File: src/rtl/store_write_buffer_pkg.sv
// Shared definitions for the posted-store write buffer.
//   SWB_WIDTH / SWB_ADDR_BITS / SWB_DEPTH : default data, address and depth sizes
//   swb_count_w() : width of an occupancy counter spanning 0..depth
//   swb_ptr_w()   : width of a ring pointer indexing depth entries
package store_write_buffer_pkg;

  localparam int unsigned SWB_WIDTH     = 32;
  localparam int unsigned SWB_ADDR_BITS = 32;
  localparam int unsigned SWB_DEPTH     = 4;

  // Buffer entry layout with the default field widths.
  typedef struct packed {
    logic [SWB_ADDR_BITS-1:0] addr;
    logic [SWB_WIDTH-1:0]     data;
  } swb_entry_t;

  function automatic int unsigned swb_count_w(input int unsigned depth);
    return $clog2(depth + 1);
  endfunction

  function automatic int unsigned swb_ptr_w(input int unsigned depth);
    return (depth > 1) ? $clog2(depth) : 1;
  endfunction

endpackage

File: src/rtl/store_write_buffer_fifo.sv
// Ring-buffer storage for the store write buffer.
//   clk_i, rst_i        : clock, synchronous active-high reset
//   push_i/push_addr_i/push_data_i : enqueue at tail (ignored when full)
//   pop_i               : dequeue at head (ignored when empty)
//   head_addr_o/head_data_o/head_ptr_o : oldest entry and its slot index
//   full_o, empty_o, count_o : registered occupancy
//   ent_addr_o/ent_data_o/ent_valid_o : every slot, for load forwarding
module swb_fifo
  import store_write_buffer_pkg::*;
#(
  parameter int unsigned WIDTH     = SWB_WIDTH,
  parameter int unsigned ADDR_BITS = SWB_ADDR_BITS,
  parameter int unsigned DEPTH     = SWB_DEPTH
) (
  input  logic                                clk_i,
  input  logic                                rst_i,
  input  logic                                push_i,
  input  logic [ADDR_BITS-1:0]                push_addr_i,
  input  logic [WIDTH-1:0]                    push_data_i,
  input  logic                                pop_i,
  output logic [ADDR_BITS-1:0]                head_addr_o,
  output logic [WIDTH-1:0]                    head_data_o,
  output logic [swb_ptr_w(DEPTH)-1:0]         head_ptr_o,
  output logic                                full_o,
  output logic                                empty_o,
  output logic [swb_count_w(DEPTH)-1:0]       count_o,
  output logic [DEPTH-1:0][ADDR_BITS-1:0]     ent_addr_o,
  output logic [DEPTH-1:0][WIDTH-1:0]         ent_data_o,
  output logic [DEPTH-1:0]                    ent_valid_o
);

  localparam int unsigned PW = swb_ptr_w(DEPTH);
  localparam int unsigned CW = swb_count_w(DEPTH);

  logic [DEPTH-1:0][ADDR_BITS-1:0] addr_q;
  logic [DEPTH-1:0][WIDTH-1:0]     data_q;
  logic [DEPTH-1:0]                valid_q;
  logic [PW-1:0]                   head_q, tail_q;
  logic [CW-1:0]                   count_q, count_d;
  logic                            do_push, do_pop;

  assign full_o  = (count_q == CW'(DEPTH));
  assign empty_o = (count_q == '0);
  assign do_push = push_i & ~full_o;
  assign do_pop  = pop_i & ~empty_o;

  always_comb begin
    count_d = count_q;
    if (do_push && !do_pop)      count_d = count_q + CW'(1);
    else if (do_pop && !do_push) count_d = count_q - CW'(1);
  end

  // Pointers wrap naturally because DEPTH is a power of two.
  always_ff @(posedge clk_i) begin
    if (rst_i) begin
      head_q  <= '0;
      tail_q  <= '0;
      count_q <= '0;
      valid_q <= '0;
    end else begin
      if (do_push) begin
        addr_q[tail_q]  <= push_addr_i;
        data_q[tail_q]  <= push_data_i;
        valid_q[tail_q] <= 1'b1;
        tail_q          <= tail_q + PW'(1);
      end
      if (do_pop) begin
        valid_q[head_q] <= 1'b0;
        head_q          <= head_q + PW'(1);
      end
      count_q <= count_d;
    end
  end

  assign head_addr_o = addr_q[head_q];
  assign head_data_o = data_q[head_q];
  assign head_ptr_o  = head_q;
  assign count_o     = count_q;
  assign ent_addr_o  = addr_q;
  assign ent_data_o  = data_q;
  assign ent_valid_o = valid_q;

endmodule

File: src/rtl/store_write_buffer.sv
// Posted-store buffer between the load/store path and word-addressed memory.
//   CLK, RST        : clock, synchronous active-high reset
//   CPU_A/CPU_WD    : load/store address, store data
//   CPU_WE/CPU_RE   : store / load request
//   CPU_RD          : load data (youngest buffered match, else MEM_RD)
//   STALL           : store refused because the buffer is full
//   MEM_A/MEM_WD/MEM_WE : memory port, drained one entry per cycle
//   MEM_RD          : memory read data
//   MEM_WBLOCK      : memory write port busy with another master
//   EMPTY, COUNT    : registered occupancy
module store_write_buffer
  import store_write_buffer_pkg::*;
#(
  parameter int unsigned WIDTH     = SWB_WIDTH,
  parameter int unsigned ADDR_BITS = SWB_ADDR_BITS,
  parameter int unsigned DEPTH     = SWB_DEPTH
) (
  input  logic                          CLK,
  input  logic                          RST,
  input  logic [ADDR_BITS-1:0]          CPU_A,
  input  logic [WIDTH-1:0]              CPU_WD,
  input  logic                          CPU_WE,
  input  logic                          CPU_RE,
  output logic [WIDTH-1:0]              CPU_RD,
  output logic                          STALL,
  output logic [ADDR_BITS-1:0]          MEM_A,
  output logic [WIDTH-1:0]              MEM_WD,
  output logic                          MEM_WE,
  input  logic [WIDTH-1:0]              MEM_RD,
  input  logic                          MEM_WBLOCK,
  output logic                          EMPTY,
  output logic [swb_count_w(DEPTH)-1:0] COUNT
);

  localparam int unsigned PW = swb_ptr_w(DEPTH);

  logic [ADDR_BITS-1:0]            head_addr;
  logic [WIDTH-1:0]                head_data;
  logic [PW-1:0]                   head_ptr;
  logic                            full, empty, drain;
  logic [DEPTH-1:0][ADDR_BITS-1:0] ent_addr;
  logic [DEPTH-1:0][WIDTH-1:0]     ent_data;
  logic [DEPTH-1:0]                ent_valid;
  logic [PW-1:0]                   idx;

  swb_fifo #(
    .WIDTH     (WIDTH),
    .ADDR_BITS (ADDR_BITS),
    .DEPTH     (DEPTH)
  ) u_fifo (
    .clk_i       (CLK),
    .rst_i       (RST),
    .push_i      (CPU_WE),
    .push_addr_i (CPU_A),
    .push_data_i (CPU_WD),
    .pop_i       (drain),
    .head_addr_o (head_addr),
    .head_data_o (head_data),
    .head_ptr_o  (head_ptr),
    .full_o      (full),
    .empty_o     (empty),
    .count_o     (COUNT),
    .ent_addr_o  (ent_addr),
    .ent_data_o  (ent_data),
    .ent_valid_o (ent_valid)
  );

  // A load owns the address lines, except when it coincides with a store:
  // that cycle is treated as a store only, so draining stays allowed.
  assign drain  = ~RST & ~empty & ~MEM_WBLOCK & (~CPU_RE | CPU_WE);
  assign STALL  = ~RST & CPU_WE & full;
  assign MEM_WE = drain;
  assign MEM_A  = drain ? head_addr : CPU_A;
  assign MEM_WD = head_data;
  assign EMPTY  = empty;

  // Walk oldest to youngest; the last hit overwrites earlier ones, which is
  // the same as searching backwards from tail-1 and stopping at the first.
  always_comb begin
    CPU_RD = MEM_RD;
    idx    = '0;
    for (int unsigned i = 0; i < DEPTH; i++) begin
      idx = head_ptr + PW'(i);
      if (ent_valid[idx] && (ent_addr[idx] == CPU_A)) CPU_RD = ent_data[idx];
    end
  end

endmodule

File: config.mk
export PLATFORM = sky130hd
export DESIGN_NAME = store_write_buffer
export DESIGN_NICKNAME = d
export VERILOG_FILES = /design/src/rtl/store_write_buffer_pkg.sv /design/src/rtl/store_write_buffer_fifo.sv /design/src/rtl/store_write_buffer.sv
export SDC_FILE = /design/constraint.sdc
export NUM_CORES = 1
export LEC_CHECK = 0
export CELL_PAD_IN_SITES_DETAIL_PLACEMENT = 1
export CELL_PAD_IN_SITES_GLOBAL_PLACEMENT = 2
export CORE_MARGIN = 1
export CORE_UTILIZATION = 42
export DETAILED_ROUTE_END_ITERATION = 10
export GPL_TIMING_DRIVEN = 0
export PLACE_DENSITY = 0.89
export SLEW_MARGIN = 0
export SYNTH_ARGS = -nofsm -noshare
export SYNTH_HDL_FRONTEND = slang
export SYNTH_SLANG_ARGS = --single-unit
export TNS_END_PERCENT = 1
File: constraint.sdc
create_clock -name CLK -period 11.4 [get_ports CLK]
set_clock_uncertainty 0.15 [all_clocks]
set_input_delay 2.85 -clock CLK [delete_from_list [all_inputs] [get_ports CLK]]
set_output_delay 2.85 -clock CLK [all_outputs]
set_load 0.01 [all_outputs]
==> impl_metrics.py, run 1 <==
metrics = {
    "route": {
        "finalWirelength_um": 69400,
        "wire_per_inst_um": 30.1,
        "first_pass_iters": 7,
        "vias": 14891,
        "ant_nets": 0,
        "drt-initial-drc-count": 1452,
        "drc": 0,
        "vias_per_cell": 6.45,
    },
    "clock_tree": {
        "cts_resized": 0,
        "postCtsHoldBufs": 0,
        "cts_inserted_buffers": 31,
        "clockBufferDepth": 3,
        "cts_root_buffer": "clkbuf_16",
        "h-tree-depth": 1,
        "cts.sinks": 267,
        "postCtsSetupBuffers": 0,
        "clkLatencyLatePin_ns": 0.60,
        "path_clk_slew_ns": 0.06,
        "cts_tree": "yes",
    },
    "global_routing": {
        "grt_use_total": 0.316,
        "grt_max_degree": 50,
        "grt_pass1_wl_um": 102000,
        "grt_pass1_vias": 15355,
        "grt_remaining_overflow": 0,
        "antenna_found_initial": 5,
    },
    "run_status": {
        "status": "finished, final reports clean",
    },
    "sta": {
        "fin_hold_ws_ns": 0.425,
        "fin_crit_ns": 11.20,
        "hold_viol_final": 0,
        "drv_slew": 0,
        "fin_setup_tns_ns": 0,
        "slew_headroom": 0.228,
        "fin_crit_sh": 0.983,
        "fmax_mhz": 89.2,
        "tightest_slew_ns": 1.16,
        "setup_violations": 0,
        "rsz0062_at_grt": "false",
    },
    "floorplanning": {
        "die_h_um": 207,
        "coreArea_um2": 41200,
        "placementRows": 74,
        "start_util": 0.430,
        "die_w_um": 207,
        "die_area_um2": 43000,
        "io-pin-count": 203,
    },
    "finish": {
        "multiInputGateArea_um2": 9040,
        "drive_gt1_frac": 0.162,
        "fill_cells": 4260,
        "nets": 1861,
        "syn_to_final_growth_pct": 21.5,
        "final_cell_mix": "edfxtp_1 (256), clkdlybuf4s50_1 (202), mux2i_1 (157), nor2_1 (117), mux2_2 (115)",
        "seq_area_um2": 7910,
        "mostFrequentLayoutCell": "edfxtp_1",
        "stdcell_count": 2308,
    },
    "critical_path": {
        "worstPathRequired_ns": 8.40,
        "cp_max_fo": 11,
        "cpPeakStageDelay_ns": 0.67,
        "worstSetupEndpointType": "primary output",
        "slowest_stage": "buf_1",
        "crit_path_frequent_cell": "clkbuf_1",
        "reg2regPathDepth": 12,
        "critPathKind": "register to primary output",
        "crit-reg2reg-launch": "u_fifo.head_ptr_o[1]$_SDFFE_PP0P_",
        "arrival_ns": 8.20,
        "cp_cell_sequence": "buf_2 -> inv_1 -> buf_1 -> buf_1 -> ha_1 -> clkbuf_2 -> clkbuf_1 -> mux4_2 -> xnor2_1 -> nand4_1 -> nor3_1 -> o2111ai_1 -> or3_1 -> clkbuf_1 -> clkbuf_1 -> o221ai_1 -> clkdlybuf4s50_1",
        "crit_path_start_kind": "register",
        "r2r-end": "u_fifo.head_ptr_o[1]$_SDFFE_PP0P_",
        "r2r_setup_slack_ns": 5.13,
    },
    "synthesis": {
        "synth-adder-area-share": 0.00748,
        "ys.warnings.count": 0,
        "syn-cell-area_um2": 17700,
        "synth_nets": 1622,
        "syn_inst": 1511,
        "netlist-cell-type-count": 64,
        "synth_top_family_by_area": "multiplexers",
        "synthSimpleGateAreaFrac": 0.0886,
        "yosysSeqAreaShare": 0.446,
        "synth_edf_count": 256,
        "syn_avg_cell_area_um2": 11.7,
        "synthFlopType": "edfxtp_1",
        "synth.mux.area_fraction": 0.243,
        "synthArstFlopShare": 0,
        "ys_ff_latch": 267,
        "synth_compound_area_frac": 0.119,
        "synth-xor-area-share": 0.0509,
    },
    "placed_design": {
        "gp_congestion": 0.945,
        "place_inst": 2249,
        "port_buffers": 202,
        "place_hpwl_um": 50100,
    },
    "min_path": {
        "min_path_cells": 2,
        "hold_path_class": "register to register",
        "hold_end": "u_fifo.count_o[2]$_SDFFE_PP0P_",
        "hold_path_startpoint": "u_fifo.count_o[2]$_SDFFE_PP0P_",
    },
    "pwr": {
        "power_per_cell_area_nw_per_um2": 161,
        "vdd.ir_drop.worst_mv": 0.109,
        "p_total_mw": 3.48,
        "power.leakage_nw": 6.88,
    },
    "run": {
        "drv_cap": 0,
    },
}
flip-flops by register name, summed over array words and instances, names as in the netlist:
name / flops
u_fifo.count_o: 3
u_fifo.ent_addr_o: 128
u_fifo.ent_data_o: 128
u_fifo.ent_valid_o: 4
u_fifo.head_ptr_o: 2
u_fifo.tail_q: 2
worst max-delay path by stage:
stage	from	endpoint	slack [ns]	cells after the start
after floorplan	CPU_A[27]	CPU_RD[29]	3.39	11
after global placement	u_fifo.head_ptr_o[1]$_SDFFE_PP0P_	CPU_RD[14]	0.89	17
after detailed placement	u_fifo.head_ptr_o[1]$_SDFFE_PP0P_	CPU_RD[16]	0.86	17
after CTS	u_fifo.head_ptr_o[1]$_SDFFE_PP0P_	CPU_RD[16]	0.18	17
after global routing	u_fifo.head_ptr_o[1]$_SDFFE_PP0P_	CPU_RD[13]	0.18	18
final	u_fifo.head_ptr_o[1]$_SDFFE_PP0P_	CPU_RD[14]	0.20	17
per-layer routing:
metal | vias up | GRT usage | part of all wire
met1 | 7626 | 0.437 | 0.43
met3 | 140 | 0.0505 | 0.081
met4 | 4 | 0.0988 | 0.031
met2 | 755 | 0.509 | 0.46
li1 | 6366 | - | -
met5 | - | 0 | 0.00035
worst max-delay path, delay by kind of cell, from the launching register on:
family / cells / cell delay, ns
adder cells (fa/ha/maj): 1 / 0.42
buffers and inverters: 9 / 4.04
XOR/XNOR: 1 / 0.21
AO/OA/AOI/OAI: 2 / 0.85
flip-flops: 1 / 0.42
multiplexers: 1 / 0.42
AND/OR/NAND/NOR: 3 / 1.19
cell type report:
class                           instances  share of cell area
Multi-Input combinational cell       1085               0.420
Antenna cell                            3            0.000349
Clock inverter                         22             0.00930
Inverter                               19             0.00331
Clock buffer                           34              0.0366
Sequential cell                       267               0.367
Buffer                                140              0.0336
Timing Repair Buffer                  206              0.0990
Tap cell                              532              0.0309
per-stage QoR:
stage | utilization | instance area (um^2) | setup slack [ns]
global route | 0.523 | 21500 | 0.177
floorplan | - | 17700 | 3.39
finish | 0.523 | 21500 | 0.195
global placement | 0.495 | 20400 | 0.888
CTS | 0.522 | 21500 | 0.183
detailed placement | 0.498 | 20500 | 0.864
power by group:
part / internal (mW) / switching, mW / leakage (nW) / total, mW
Combinational: 0.554 / 0.740 / 3.98 / 1.29
Clock: 0.564 / 0.420 / 0.484 / 0.983
Sequential: 1.15 / 0.0464 / 2.41 / 1.20
Total: 2.27 / 1.21 / 6.88 / 3.48
cell usage after synthesis, drive strengths merged, types with 3 or more instances:
cell / number / area share
mux2: 119 / 0.076
a22oi: 4 / 0.0017
o2bb2ai: 4 / 0.0020
xor2: 23 / 0.011
nor2b: 6 / 0.0021
o211ai: 11 / 0.0047
a221oi: 4 / 0.0020
nor3: 12 / 0.0034
and4: 3 / 0.0015
xnor2: 80 / 0.040
ha: 9 / 0.0064
mux4: 62 / 0.079
and3: 3 / 0.0011
a2111oi: 5 / 0.0025
a21oi: 88 / 0.025
mux2i: 157 / 0.089
a21o: 4 / 0.0017
nand2: 80 / 0.017
o21ai: 60 / 0.017
nor2: 117 / 0.025
nand3: 12 / 0.0034
a31oi: 33 / 0.012
or3: 4 / 0.0014
or3b: 31 / 0.015
clkbuf: 63 / 0.013
nand2b: 5 / 0.0018
buf: 77 / 0.027
o22ai: 9 / 0.0032
inv: 19 / 0.0040
nand4: 21 / 0.0074
edfxtp: 256 / 0.43
a211oi: 7 / 0.0030
o221ai: 66 / 0.033
o2111ai: 9 / 0.0054
dfxtp: 11 / 0.012
and2: 6 / 0.0021
a222oi: 3 / 0.0017
nor4: 9 / 0.0040
kinds of logic after synthesis:
logic type      count (synthesis)
buf+inv                       159
compound gates                318
fa+ha+maj                      10
simple gates                  316
flops                         267
xor+xnor                      103
mux                           338
No activity file was read; power rests on OpenSTA's default activity.
==> run 2, diff against run 1 <==
--- a/config.mk
+++ b/config.mk
@@ -5,13 +5,15 @@
 export SDC_FILE = /design/constraint.sdc
 export NUM_CORES = 1
 export LEC_CHECK = 0
+export ABC_AREA = 1
 export CELL_PAD_IN_SITES_DETAIL_PLACEMENT = 1
 export CELL_PAD_IN_SITES_GLOBAL_PLACEMENT = 2
 export CORE_MARGIN = 1
-export CORE_UTILIZATION = 42
+export CORE_UTILIZATION = 35
 export DETAILED_ROUTE_END_ITERATION = 10
 export GPL_TIMING_DRIVEN = 0
 export PLACE_DENSITY = 0.89
+export SKIP_LAST_GASP = 1
 export SLEW_MARGIN = 0
 export SYNTH_ARGS = -nofsm -noshare
 export SYNTH_HDL_FRONTEND = slang
==> run 2 against run 1 <==
Sequential share of layout area shrank 2.9 points. Flip-flop and latch count is the same. Global-route usage grew 3.9 points. Clock-buffer cell count grew 6. Sequential power is essentially flat. Non-clock buffer count grew 24. Highest routed layer is now met4.
==> impl_metrics.py, run 2 <==
metrics = {
    "finish": {
        "seq_area_um2": 7910,
        "mostFrequentLayoutCell": "nand2_1",
        "drive_gt1_frac": 0.0544,
        "final_cell_area_um2": 23400,
        "syn_to_final_growth_pct": 22.2,
        "antenna_cells": 0,
        "nets": 3136,
        "fill_cells": 6799,
        "final_cell_mix": "nand2_1 (1,074), nand3_1 (368), o21ai_0 (294), inv_1 (288), edfxtp_1 (256)",
        "multiInputGateArea_um2": 9300,
    },
    "clock_tree": {
        "cts_inserted_buffers": 35,
        "postCtsHoldBufs": 0,
        "clkLatencyLatePin_ns": 0.56,
        "cts.sinks": 267,
        "postCtsSetupBuffers": 0,
        "path_clk_slew_ns": 0.06,
        "clockBufferDepth": 3,
        "h-tree-depth": 2,
        "cts_resized": 0,
        "cts_tree": "yes",
        "cts_root_buffer": "clkbuf_16",
    },
    "critical_path": {
        "cpPeakStageDelay_ns": 0.92,
        "arrival_ns": 7.69,
        "critPathKind": "register to primary output",
        "crit_path_start_kind": "register",
        "worstSetupEndpointType": "primary output",
        "crit_path_frequent_cell": "nand2_1",
        "worst-path-buf-inv": 8,
        "slowest_stage": "buf_1",
        "cp_top_family": "buffers and inverters",
        "cp_max_fo": 11,
        "worstPathRequired_ns": 8.40,
        "cp_cell_sequence": "inv_2 -> clkbuf_1 -> clkbuf_1 -> clkbuf_1 -> ha_1 -> buf_2 -> buf_1 -> nand3_1 -> nand3_1 -> o21ai_0 -> nor2_1 -> nand2_1 -> nor2_1 -> nand3_1 -> nor2_2 -> buf_4 -> a21oi_1 -> nand2_1 -> nand2_1 -> nand2_1 -> clkdlybuf4s50_1",
    },
    "pwr": {
        "vdd.ir_drop.worst_mv": 0.119,
        "power.leakage_nw": 10.2,
        "p_total_mw": 4.21,
        "power_per_cell_area_nw_per_um2": 180,
    },
    "route": {
        "routed.top_layer": "met4",
        "wire_per_inst_um": 26.8,
        "finalWirelength_um": 100000,
        "drc": 0,
        "vias_per_cell": 5.81,
        "wl_met3_um": 9690,
        "ant_nets": 0,
        "dr_wl_met2_um": 43100,
        "vias": 21759,
        "drt-initial-drc-count": 2198,
        "first_pass_iters": 5,
        "met1_length_um": 44300,
    },
    "global_routing": {
        "grt_pass1_wl_um": 145000,
        "grt_pass1_vias": 21663,
        "grt_max_degree": 25,
        "grt_use_total": 0.356,
        "antenna_found_initial": 1,
        "grt_remaining_overflow": 0,
    },
    "sta": {
        "tightest_slew_ns": 1.37,
        "slew_headroom": 0.0849,
        "setup_violations": 0,
        "drv_slew": 0,
        "fin_hold_ws_ns": 0.365,
        "fin_crit_ns": 10.69,
        "hold_viol_final": 0,
        "timing.final.ws_setup_ns": 0.712,
        "rsz0062_at_grt": "false",
        "fin_crit_sh": 0.938,
        "fin_setup_tns_ns": 0,
        "fmax_mhz": 93.6,
    },
    "synthesis": {
        "syn_avg_cell_area_um2": 6.90,
        "synthFlopType": "edfxtp_1",
        "synth_edf_count": 256,
        "yosysTopAreaCell": "edfxtp_1",
        "syn_inst": 2775,
        "syn-cell-area_um2": 19100,
        "synth.area.top_cells": "edfxtp_1 (40%), nand2_1 (21%), nand3_1 (9.6%)",
        "synth_nets": 2886,
        "ys_ff_latch": 267,
        "synthMostInstantiatedCell": "nand2_1",
        "yosysSeqAreaShare": 0.413,
        "netlist-cell-type-count": 42,
        "ys.warnings.count": 0,
        "synth_common_cells": "nand2_1 (1,074), nand3_1 (368), o21ai_0 (294)",
        "yosysTopAreaCellShare": 0.402,
        "synthArstFlopShare": 0,
    },
    "floorplanning": {
        "die_h_um": 236,
        "start_util": 0.355,
        "placementRows": 85,
        "io-pin-count": 203,
        "coreArea_um2": 53900,
        "die_area_um2": 55600,
        "die_w_um": 236,
    },
    "placed_design": {
        "pre_cts_ws_ns": 1.54,
        "place_hpwl_um": 75300,
        "port_buffers": 201,
        "place_area_um2": 22300,
        "gp_congestion": 1.01,
    },
    "run": {
        "drv_cap": 0,
    },
    "min_path": {
        "hold_path_class": "register to register",
    },
    "run_status": {
        "status": "finished, final reports clean",
    },
}
## run 2: changes by cell type in the layout (fill, tap and decap cells not counted), moves of 36 or more
cell and delta:
o21ai_0 +242, mux4_2 -62, o211ai_1 +36, inv_1 +270
nand3_1 +356, nand2_1 +994, mux2_2 -115, mux2i_1 -157
xnor2_1 -80, o221ai_1 -65
## run 2: final timing paths
check,from,to,slack (ns),cells after the start
worst max-delay path,u_fifo.head_ptr_o[1]$_SDFFE_PP0P_,CPU_RD[13],0.71,21
worst min-delay path,u_fifo.count_o[2]$_SDFFE_PP0P_,u_fifo.count_o[2]$_SDFFE_PP0P_,0.37,2
worst max register to register,u_fifo.head_ptr_o[1]$_SDFFE_PP0P_,u_fifo.head_ptr_o[1]$_SDFFE_PP0P_,6.81,9
worst min register to register,u_fifo.count_o[2]$_SDFFE_PP0P_,u_fifo.count_o[2]$_SDFFE_PP0P_,0.37,2
## run 2: logic make-up (layout without fill, tap and decap cells)
| group | count (synthesis) | after routing | synth area share |
|---|---|---|---|
| xor gates and xnor gates | 24 | 24 | 0.0110 |
| and+or+nand+nor | 1582 | 1582 | 0.342 |
| buffers and inverters | 448 | 725 | 0.103 |
| DFF | 267 | 267 | 0.413 |
| adders and majority gates | 10 | 10 | 0.00693 |
| AOI/OAI and AO/OA | 444 | 444 | 0.125 |
## run 2: through the flow
stage | utilization | std cells
floorplan | - | 2775
global placement | 0.408 | 3672
detailed placement | 0.414 | 3684
CTS | 0.434 | 3748
global route | 0.434 | 3748
finish | 0.434 | 3748
## run 2: report_power, final
part	internal [mW]	total (mW)	switching (mW)
Sequential	1.14	1.18	0.0324
Clock	0.611	1.08	0.470
Combinational	0.544	1.95	1.41
Total	2.30	4.21	1.91
## run 2: cell type report
type                       count  area share
tap                          696      0.0372
clock inverter                24     0.00776
sequential                   267       0.338
multi-input combinational   2060       0.398
inverter                     291      0.0468
clock buffer                  40      0.0383
timing repair buffer         213      0.0969
buffer                       157      0.0372
## run 2: routing by layer
metal | GRT usage | up-vias
li1 | - | 9640
met1 | 0.506 | 10800
met2 | 0.539 | 1125
met3 | 0.0638 | 194
met4 | 0.124 | 0
met5 | 0 | -
## run 2: tightest hold or removal path, delay by kind of cell (launching register included)
kind | cells | cell delay [ns]
compound gates | 1 | 0.06
buf+inv | 1 | 0.09
flops | 1 | 0.32
==> run 3, diff against run 2 <==
--- a/config.mk
+++ b/config.mk
@@ -5,11 +5,10 @@
 export SDC_FILE = /design/constraint.sdc
 export NUM_CORES = 1
 export LEC_CHECK = 0
-export ABC_AREA = 1
 export CELL_PAD_IN_SITES_DETAIL_PLACEMENT = 1
 export CELL_PAD_IN_SITES_GLOBAL_PLACEMENT = 2
 export CORE_MARGIN = 1
-export CORE_UTILIZATION = 35
+export CORE_UTILIZATION = 42
 export DETAILED_ROUTE_END_ITERATION = 10
 export GPL_TIMING_DRIVEN = 0
 export PLACE_DENSITY = 0.89
==> results of run 3 <==
No change in the layout: final DEF, timing and power equal those of run 1.
